$ cat config.mk
export PLATFORM = sky130hd
export DESIGN_NAME = sub_serial_nibble_flat
export DESIGN_NICKNAME = d
export VERILOG_FILES = /design/src/rtl/sub_serial_nibble_if.sv /design/src/rtl/sub_serial_nibble.sv /design/src/flat_wrapper.sv
export SDC_FILE = /design/constraint.sdc
export NUM_CORES = 1
export LEC_CHECK = 0
export CAP_MARGIN = 40
export CORE_ASPECT_RATIO = 0.7
export CORE_MARGIN = 8
export CORE_UTILIZATION = 55
export DETAILED_ROUTE_END_ITERATION = 7
export PLACE_DENSITY_LB_ADDON = 0.3
export SLEW_MARGIN = 30
export SYNTH_ARGS = -nofsm -noshare
export SYNTH_HDL_FRONTEND = slang
export SYNTH_SLANG_ARGS = --single-unit
$ cat constraint.sdc
create_clock -name clk -period 3.2 [get_ports clk]
set_input_delay 0.8 -clock clk [delete_from_list [all_inputs] [get_ports clk]]
set_output_delay 0.8 -clock clk [all_outputs]
set_load 0.01 [all_outputs]
$ cat src/rtl/sub_serial_nibble_if.sv
// rtl/sub_serial_nibble_if.sv - start/busy/done operand and result bundle for sub_serial_nibble
interface sub_serial_nibble_if #(
   parameter int WIDTH = 16
);
   logic             start;
   logic [WIDTH-1:0] a;
   logic [WIDTH-1:0] b;
   logic             busy;
   logic             done;
   logic [WIDTH-1:0] result;
   logic             borrow_out;
   logic             ovf;

   modport master (
      output start, a, b,
      input  busy, done, result, borrow_out, ovf
   );

   modport slave (
      input  start, a, b,
      output busy, done, result, borrow_out, ovf
   );
endinterface

$ cat src/rtl/sub_serial_nibble.sv
// rtl/sub_serial_nibble.sv - nibble-serial a-b subtractor, LSB digit first; SUB_SAT_EN adds overflow clamping
module sub_serial_nibble #(
   parameter int WIDTH = 16
) (
   input  logic              clk,
   input  logic              rst,
   sub_serial_nibble_if.slave bus
);
   localparam int NIB = WIDTH / 4;
   localparam int CW  = (NIB > 1) ? $clog2(NIB) : 1;
   localparam logic [CW-1:0] LAST = CW'(NIB - 1);

   typedef enum logic [1:0] {S_IDLE, S_RUN, S_DONE} state_t;

   state_t           state_q, state_d;
   logic [WIDTH-1:0] a_sh_q, a_sh_d;
   logic [WIDTH-1:0] b_sh_q, b_sh_d;
   logic [WIDTH-1:0] res_sh_q, res_sh_d;
   logic [WIDTH-1:0] result_q, result_d;
   logic [CW-1:0]    cnt_q, cnt_d;
   logic             carry_q, carry_d;
   logic             a_msb_q, a_msb_d;
   logic             b_msb_q, b_msb_d;
   logic             busy_q, busy_d;
   logic             done_q, done_d;
   logic             borrow_q, borrow_d;
   logic             ovf_q, ovf_d;

   logic [4:0]       nib_sum;
   logic [WIDTH+3:0] res_cat;
   logic [WIDTH-1:0] res_full;
   logic             ovf_now;
`ifdef SUB_SAT_EN
   logic [WIDTH-1:0] sat_val;
`endif

   always_comb begin
      // One digit step: a + ~b + carry; res_full is the shadow after shifting this digit in.
      nib_sum  = {1'b0, a_sh_q[3:0]} + {1'b0, ~b_sh_q[3:0]} + {4'b0000, carry_q};
      res_cat  = {nib_sum[3:0], res_sh_q};
      res_full = res_cat[WIDTH+3:4];
      ovf_now  = (a_msb_q != b_msb_q) && (res_full[WIDTH-1] != a_msb_q);
`ifdef SUB_SAT_EN
      sat_val  = a_msb_q ? {1'b1, {(WIDTH-1){1'b0}}} : {1'b0, {(WIDTH-1){1'b1}}};
`endif

      state_d  = state_q;
      a_sh_d   = a_sh_q;
      b_sh_d   = b_sh_q;
      res_sh_d = res_sh_q;
      result_d = result_q;
      cnt_d    = cnt_q;
      carry_d  = carry_q;
      a_msb_d  = a_msb_q;
      b_msb_d  = b_msb_q;
      busy_d   = busy_q;
      done_d   = 1'b0;
      borrow_d = borrow_q;
      ovf_d    = ovf_q;

      unique case (state_q)
         S_IDLE, S_DONE: begin
            if (bus.start) begin
               a_sh_d  = bus.a;
               b_sh_d  = bus.b;
               a_msb_d = bus.a[WIDTH-1];
               b_msb_d = bus.b[WIDTH-1];
               carry_d = 1'b1;
               cnt_d   = '0;
               busy_d  = 1'b1;
               state_d = S_RUN;
            end else begin
               busy_d  = 1'b0;
               state_d = S_IDLE;
            end
         end
         S_RUN: begin
            a_sh_d   = a_sh_q >> 4;
            b_sh_d   = b_sh_q >> 4;
            res_sh_d = res_full;
            carry_d  = nib_sum[4];
            cnt_d    = cnt_q + CW'(1);
            if (cnt_q == LAST) begin
               state_d  = S_DONE;
               busy_d   = 1'b0;
               done_d   = 1'b1;
               borrow_d = ~nib_sum[4];
               ovf_d    = ovf_now;
`ifdef SUB_SAT_EN
               result_d = ovf_now ? sat_val : res_full;
`else
               result_d = res_full;
`endif
            end
         end
         default: begin
            busy_d  = 1'b0;
            state_d = S_IDLE;
         end
      endcase
   end

   always_ff @(posedge clk) begin
      if (rst) begin
         state_q  <= S_IDLE;
         a_sh_q   <= '0;
         b_sh_q   <= '0;
         res_sh_q <= '0;
         result_q <= '0;
         cnt_q    <= '0;
         carry_q  <= 1'b0;
         a_msb_q  <= 1'b0;
         b_msb_q  <= 1'b0;
         busy_q   <= 1'b0;
         done_q   <= 1'b0;
         borrow_q <= 1'b0;
         ovf_q    <= 1'b0;
      end else begin
         state_q  <= state_d;
         a_sh_q   <= a_sh_d;
         b_sh_q   <= b_sh_d;
         res_sh_q <= res_sh_d;
         result_q <= result_d;
         cnt_q    <= cnt_d;
         carry_q  <= carry_d;
         a_msb_q  <= a_msb_d;
         b_msb_q  <= b_msb_d;
         busy_q   <= busy_d;
         done_q   <= done_d;
         borrow_q <= borrow_d;
         ovf_q    <= ovf_d;
      end
   end

   assign bus.busy       = busy_q;
   assign bus.done       = done_q;
   assign bus.result     = result_q;
   assign bus.borrow_out = borrow_q;
   assign bus.ovf        = ovf_q;
endmodule

$ cat src/flat_wrapper.sv
// flat-port wrapper written by rule: the top's interface ports become plain ports
module sub_serial_nibble_flat 
#(
   parameter int WIDTH = 16
)
  (clk, rst, bus_start, bus_a, bus_b, bus_busy, bus_done, bus_result, bus_borrow_out, bus_ovf);
  sub_serial_nibble_if #(.WIDTH(WIDTH)) bus_i ();
  input  logic clk;
  input  logic rst;
  input wire logic [$bits(bus_i.start)-1:0] bus_start;
  input wire logic [$bits(bus_i.a)-1:0] bus_a;
  input wire logic [$bits(bus_i.b)-1:0] bus_b;
  output wire logic [$bits(bus_i.busy)-1:0] bus_busy;
  output wire logic [$bits(bus_i.done)-1:0] bus_done;
  output wire logic [$bits(bus_i.result)-1:0] bus_result;
  output wire logic [$bits(bus_i.borrow_out)-1:0] bus_borrow_out;
  output wire logic [$bits(bus_i.ovf)-1:0] bus_ovf;
  assign bus_i.start = bus_start;
  assign bus_i.a = bus_a;
  assign bus_i.b = bus_b;
  assign bus_busy = bus_i.busy;
  assign bus_done = bus_i.done;
  assign bus_result = bus_i.result;
  assign bus_borrow_out = bus_i.borrow_out;
  assign bus_ovf = bus_i.ovf;
  sub_serial_nibble #(.WIDTH(WIDTH)) u_core (.clk(clk), .rst(rst), .bus(bus_i));
endmodule
==> metrics.md, run 1 <==
| Metric | Value |
|---|---|
| Total grt overflow | 0 |
| Critical path class | flop to flop |
| HPWL after DPL | 4.426 mm |
| Worst Setup SP | u_core.state_q[0]$_SDFFE_PP0P_ |
| Top cells by area, synth | dfxtp_1 (51%), nand2_1 (14%), a311oi_1 (7.5%), nor2_1 (6.0%), a21oi_1 (5.5%) |
| # setup viols final | 0 |
| Inserted Diodes | 0 |
| Die W | 101.3 um |
| Cell taking the most area after synthesis | dfxtp_1 |
| Worst clock skew | 0.004233 ns |
| Post-cts gate resize count | 0 |
| F_max | 0.4812 GHz |
| Hold Crit Class | flop to flop |
| Slowest stage cell, crit path | and2_1 |
| Worst slew pin tran | 0.8186 ns |
| Multi-input gate area | 1254 sq um |
| # clock sinks | 71 |
| Max-slew violation count | 0 |
| Internal power | 0.001429 W |
| Minimum clock period | 2.078 ns |
| Post-synth EDFFs | 0 |
| Critical-path cell list | nor2b_1 > buf_4 > and2_1 > nor2_1 > a311oi_2 |
| Post-CTS Setup Repair Bufs | 0 |
| Mean post-synth cell area | 8.171 sq um |
| Lkg Pwr | 1.300 nW |
| Synth top area share | 50.71% |
| Area grow syn2layout | 26.56% |
| Cells after synthesis | 343 |
| Ys flop type | dfxtp_1 |
| Total power divided by cell area | 543.0 nW/um^2 |
| Synth async-reset ratio | 0% |
| CP top delay family | simple AND/OR/NAND/NOR gates |
| Share of cells above drive strength 1 | 6.684% |
| Clk Latency, worst-skew pair | 0.33 ns |
| Largest net degree at the start of global routing | 62 |
| Placed Area | 3349 sq um |
| Gr usage total | 17.61% |
| Net Count, Synth | 384 |
| Placed Instances | 442 |
| Final Cycle Share | 64.95% |
| Final setup TNS | 0 ns |
| Slew HR | 45.22% |
| Yosys warns | 0 |
| Antenna-violating nets left | 0 |
| Die height | 75.73 um |
| CTS clock-pin slew for the worst setup and hold paths | 0.07 ns |
| Avg Vias per Cell | 5.380 |
| CTS tree | done |
| Starting Density | 57.97% |
| Non-Filler Instances | 458 |
| Hold_buf cts | 0 |
| Routability congestion estimate from global placement | 0.7801 |
| CP bufs+invs | 1 |
| Initial antenna violation count | 0 |
| First-pass GRT wire length | 10.63 mm |
| Max-Cap Viols | 0 |
| Sw Share | 25.81% |
| Max incr delay on CP | 0.61 ns |
| Starting DRT DRC Count | 173 |
| Routed length per instance | 14.07 um |
| Clk network pwr share | 36.1% |
| Status | complete, no violations |
| Design Area, Final | 3547 sq um |
| Crit Path Max Fanout | 20 |
| Num CTS Buffers | 9 |
| Routed via count | 2464 |
| Critical Path AT | 2.33 ns |
| I/O Pins | 55 |
| Final net count | 425 |
| WL final | 6.442 mm |
| Comb power frac | 13.6% |
| CTS H-tree lvls | 3 |
| Psw | 0.0004970 W |
| Most frequent cell after synthesis | nand2_1 |
| Worst hold slack | 0.4553 ns |
| CP Capture Type | flop |
| Row count | 21 |
| Sequential Area | 1421 sq um |
| Synth unique cells | 26 |
| Post-synthesis sequential area ratio | 50.71% |
| Max Buffers Root-to-Sink | 2 |
| Post-Syn Area | 2803 sq um |
| Endpoints failing hold | 0 |
| Yosys reg bits | 71 |
| Worst r2r src | u_core.state_q[0]$_SDFFE_PP0P_ |
| Die area | 7672 sq um |
| Drt pass-1 iters | 5 |
| PortBufs | 54 |
| Hold Startpoint | u_core.bus.borrow_out$_SDFFE_PP0P_ |
| CP required | 3.45 ns |
| Root cell of the clock tree | clkbuf_8 |
| Part of the power in registers | 50.2% |
| Crit start category | flop |
| RSZ-0062 raised after global routing | no |
| FILL cells | 393 |
| VDD IR-drop max | 382.7 uV |
| Top post-synthesis cells by count | nand2_1 (101), dfxtp_1 (71), nor2_1 (45) |
| Vias in the first global route | 2335 |
| # DRC | 0 |
| Core ar. | 4835 sq um |
-- power by group through the flow --
stage          Sequential, W  Combinational [W]  Clock, W
2_1_floorplan       0.000977           0.000175         0
6_report            0.000968           0.000263  0.000696
3_5_place_dp        0.000986           0.000259         0
3_3_place_gp        0.000984           0.000253         0
5_1_grt             0.000973           0.000293  0.000750
4_1_cts             0.000967           0.000262  0.000705
-- final timing paths --
| check | to | slack, ns | depth (start not counted) |
|---|---|---|---|
| setup / recovery | u_core.bus.ovf$_SDFFE_PP0P_ | 1.12 | 5 |
| hold / removal | u_core.bus.borrow_out$_SDFFE_PP0P_ | 0.46 | 2 |
| setup reg to reg | u_core.bus.ovf$_SDFFE_PP0P_ | 1.12 | 5 |
| hold reg to reg | u_core.bus.borrow_out$_SDFFE_PP0P_ | 0.46 | 2 |
-- worst register-to-register path, stage by stage (launching register included) --
cell      delay, ns
dfxtp_1        0.45
nor2b_1        0.31
buf_4          0.26
and2_1         0.62
nor2_1         0.11
a311oi_2       0.25
-- registers in the layout, indices dropped and copies added, names as in the netlist --
| name | count |
|---|---|
| u_core.carry_q | 1 |
| u_core.bus.done | 1 |
| u_core.bus.result | 16 |
| u_core.bus.ovf | 1 |
| u_core.res_sh_q | 12 |
| u_core.a_msb_q | 1 |
| u_core.a_sh_q | 16 |
| u_core.bus.borrow_out | 1 |
| u_core.b_sh_q | 16 |
| u_core.state_q | 2 |
| u_core.bus.busy | 1 |
| u_core.cnt_q | 2 |
| u_core.b_msb_q | 1 |
-- stage by stage --
step	utilization (%)	setup slack (ns)	power [W]
after floorplan	-	1.298	0.001152
after global placement	69.18	0.9150	0.001237
after detailed placement	69.28	0.8326	0.001245
after CTS	73.37	1.110	0.001934
after global routing	73.37	0.9169	0.002016
final	73.37	1.122	0.001926
-- layer usage --
layer  vias to the layer above  part of all wire [%]  GRT usage, %
li1                       1241                     -             -
met1                      1133                    44         22.41
met2                        82                    48         27.83
met3                         8                   7.0         5.839
met4                         0                   1.1         5.255
met5                         -                     0             0
-- cell usage in the layout, fill, tap and decap left out --
cell type / synthesis / routed
dfxtp_1: 71 / 71
inv_1: 6 / 6
a221oi_1: 1 / 1
xnor2_1: 1 / 1
a311oi_1: 24 / 24
ha_1: 4 / 4
clkbuf_8: 0 / 10
and3b_1: 1 / 1
nor2b_1: 3 / 2
nand2b_1: 2 / 1
buf_4: 0 / 4
o21ai_0: 1 / 1
nand2_1: 101 / 101
a21oi_1: 31 / 31
a21boi_0: 1 / 1
nor2_1: 45 / 45
buf_2: 8 / 1
a22oi_1: 7 / 7
clkdlybuf4s50_1: 0 / 53
a211oi_1: 4 / 4
clkinvlp_4: 0 / 2
nand3b_1: 3 / 3
a21o_2: 1 / 1
nor2b_2: 0 / 1
or2_1: 1 / 1
bufinv_16: 0 / 1
nand2b_4: 0 / 1
and2_1: 1 / 1
a311oi_2: 1 / 1
o31ai_1: 2 / 2
fa_1: 2 / 2
clkinv_2: 0 / 3
or4b_4: 1 / 1
-- final cells by class --
| class | count | share of cell area [%] |
|---|---|---|
| Sequential cell | 71 | 40.07 |
| Multi-Input combinational cell | 238 | 35.34 |
| Timing Repair Buffer | 58 | 15.94 |
| Clock buffer | 10 | 3.880 |
| Tap cell | 69 | 2.434 |
| Clock inverter | 6 | 1.693 |
| Inverter | 6 | 0.6349 |
-- kinds of logic after synthesis --
| group | synth area share, % |
|---|---|
| and+or+nand+nor | 22.72 |
| AOI/OAI and AO/OA | 18.12 |
| DFF | 50.71 |
| buffers and inverters | 4.911 |
| adders and majority gates | 3.214 |
| xor gates and xnor gates | 0.3126 |
No activity file was read; power rests on OpenSTA's default activity.
==> run 2: changes to the inputs <==
--- a/config.mk
+++ b/config.mk
@@ -8,7 +8,7 @@
 export CAP_MARGIN = 40
 export CORE_ASPECT_RATIO = 0.7
 export CORE_MARGIN = 8
-export CORE_UTILIZATION = 55
+export CORE_UTILIZATION = 51
 export DETAILED_ROUTE_END_ITERATION = 7
 export PLACE_DENSITY_LB_ADDON = 0.3
 export SLEW_MARGIN = 30
==> constraint.sdc (replaced) <==
create_clock -name clk -period 2.07 [get_ports clk]
set_input_delay 0.5175 -clock clk [delete_from_list [all_inputs] [get_ports clk]]
set_output_delay 0.5175 -clock clk [all_outputs]
set_load 0.01 [all_outputs]
==> run 2 against run 1 <==
Against the previous run: wire length increased by 5.0%; hold slack got worse by 0.0014 ns; final area rose by 1.7%; sequential share of layout area fell by 0.65 points; global-route usage is 0.36 points lower; critical path depth up 1; fmax is 5.0% higher; register-to-register slack got worse by 1.0 ns; sequential cell count stayed put; sequential power grew 55%; critical path type unchanged; critical endpoint unchanged.
==> metrics.md, run 2 (synthesized netlist as in run 1, its figures left out) <==
| Metric | Value |
|---|---|
| Status | complete, no violations |
| Row count | 22 |
| Worst r2r src | u_core.carry_q$_SDFFE_PP0P_ |
| Minimum clock period | 1.979 ns |
| Crit start category | flop |
| Hold Crit Class | flop to flop |
| Critical path class | flop to flop |
| Die height | 78.02 um |
| F_max | 0.5052 GHz |
| Most common cell after layout, fill and taps aside | nand2_1 |
| Max Buffers Root-to-Sink | 2 |
| CTS clock-pin slew for the worst setup and hold paths | 0.07 ns |
| Core ar. | 5285 sq um |
| Worst clock skew | 0.004189 ns |
| Gr usage total | 17.25% |
| DR WL met3 | 443 um |
| Drt pass-1 iters | 4 |
| # DRC | 0 |
| Worst Setup SP | u_core.carry_q$_SDFFE_PP0P_ |
| M1 wire length | 3.178 mm |
| Avg Vias per Cell | 5.341 |
| Slew HR | 58.27% |
| CTS tree | done |
| Routability congestion estimate from global placement | 0.8436 |
| Routed via count | 2489 |
| Lkg Pwr | 1.335 nW |
| CTS H-tree lvls | 3 |
| Num CTS Buffers | 9 |
| PortBufs | 54 |
| Initial antenna violation count | 0 |
| Starting DRT DRC Count | 163 |
| # setup viols final | 0 |
| Total grt overflow | 0 |
| # clock sinks | 71 |
| Total power divided by cell area | 800.2 nW/um^2 |
| CP Capture Type | flop |
| Final Cycle Share | 95.63% |
| HPWL after DPL | 4.773 mm |
| Clk Latency, worst-skew pair | 0.33 ns |
| Endpoints failing hold | 0 |
| WL final | 6.763 mm |
| Share of cells above drive strength 1 | 7.614% |
| Max-Cap Viols | 0 |
| Die area | 8161 sq um |
| Routed length per instance | 14.51 um |
| Most frequent cells in the layout | nand2_1 (101), dfxtp_1 (71), clkdlybuf4s50_1 (53) |
| FILL cells | 439 |
| Starting Density | 53.03% |
| Worst slew pin tran | 0.6245 ns |
| Worst reg-to-reg path cell count | 6 |
| Area grow syn2layout | 28.66% |
| I/O Pins | 55 |
| Inserted Diodes | 0 |
| Crit Path Max Fanout | 3 |
| Design Area, Final | 3606 sq um |
| Flop2flop setup slack | 0.09 ns |
| Root cell of the clock tree | clkbuf_8 |
| Placed Area | 3431 sq um |
| Critical Path AT | 2.23 ns |
| Hold_buf cts | 0 |
| DR WL met2 | 3.080 mm |
| CP required | 2.32 ns |
| Vias in the first global route | 2414 |
| Die W | 104.6 um |
| VDD IR-drop max | 570.7 uV |
| Top Layer Used | met4 |
| Antenna-violating nets left | 0 |
| Worst Setup EP | u_core.bus.ovf$_SDFFE_PP0P_ |
| Largest net degree at the start of global routing | 40 |
| Overall Power | 0.002885 W |
| Reg2reg end | u_core.bus.ovf$_SDFFE_PP0P_ |
| First-pass GRT wire length | 11.60 mm |
| Final net count | 432 |
| Max-slew violation count | 0 |
## run 2: metal layers
metal | vias up | track usage [%]
li1 | 1253 | -
met1 | 1164 | 22.11
met2 | 65 | 26.27
met3 | 7 | 7.096
met4 | 0 | 4.823
met5 | - | 0
## run 2: power breakdown
| group | leakage, nW | switching (W) | internal (W) | total [W] |
|---|---|---|---|---|
| logic | 0.669 | 0.000242 | 0.000209 | 0.000452 |
| registers | 0.581 | 0.0000511 | 0.00145 | 0.00150 |
| clock network | 0.0854 | 0.000450 | 0.000486 | 0.000936 |
## run 2: per-stage QoR
step	hold WS (ns)	instances	setup TNS (ns)	util (%)	setup WS [ns]
floorplan	0.4321	343	0	-	0.1684
global placement	0.4434	451	0	64.91	0.1426
detailed placement	0.4453	451	0	64.91	0.09181
CTS	0.4546	465	0	68.02	0.03553
global route	0.4766	466	-0.008059	68.23	-0.008059
finish	0.4539	466	0	68.23	0.09051
## run 2: cell type report
class	count	area (sq um)	share of cell area, %
Timing Repair Buffer	65	655.6	18.18
Inverter	6	22.52	0.6246
Tap cell	72	90.09	2.498
Clock buffer	13	158.9	4.407
Multi-Input combinational cell	238	1252	34.73
Sequential cell	71	1421	39.42
Clock inverter	1	5.005	0.1388
## run 2: how the worst min path moves through the flow
stage	start	end	slack, ns	depth (start not counted)
finish	u_core.bus.result[10]$_SDFFE_PP0P_	u_core.bus.result[10]$_SDFFE_PP0P_	0.45	2
floorplan	u_core.res_sh_q[4]$_SDFFE_PP0P_	u_core.bus.result[0]$_SDFFE_PP0P_	0.43	2
CTS	u_core.bus.result[7]$_SDFFE_PP0P_	u_core.bus.result[7]$_SDFFE_PP0P_	0.45	2
global route	u_core.bus.result[10]$_SDFFE_PP0P_	u_core.bus.result[10]$_SDFFE_PP0P_	0.48	2
global placement	u_core.bus.result[8]$_SDFFE_PP0P_	u_core.bus.result[8]$_SDFFE_PP0P_	0.44	2
detailed placement	u_core.bus.result[7]$_SDFFE_PP0P_	u_core.bus.result[7]$_SDFFE_PP0P_	0.45	2
## run 2: repair_timing
item | 4_1_cts | 5_1_grt
setup buffers | 0 | 1
resized for setup | 0 | 1
setup endpoints to repair | 0 | 1
## run 2: worst max-delay path: stages, from the launching register on
cell      delay [ns]
dfxtp_1         0.31
inv_1           0.07
fa_1            0.46
nand3b_1        0.19
and3b_1         0.19
or4b_4          0.48
a311oi_2        0.19
==> run 3: changes to the inputs <==
--- a/config.mk
+++ b/config.mk
@@ -9,8 +9,10 @@
 export CORE_ASPECT_RATIO = 0.7
 export CORE_MARGIN = 8
 export CORE_UTILIZATION = 51
+export CTS_CLUSTER_DIAMETER = 30
 export DETAILED_ROUTE_END_ITERATION = 7
 export PLACE_DENSITY_LB_ADDON = 0.3
+export SKIP_LAST_GASP = 1
 export SLEW_MARGIN = 30
 export SYNTH_ARGS = -nofsm -noshare
 export SYNTH_HDL_FRONTEND = slang
==> results of run 3 <==
Same layout as run 2: the final DEF is identical, and so are final timing and power.
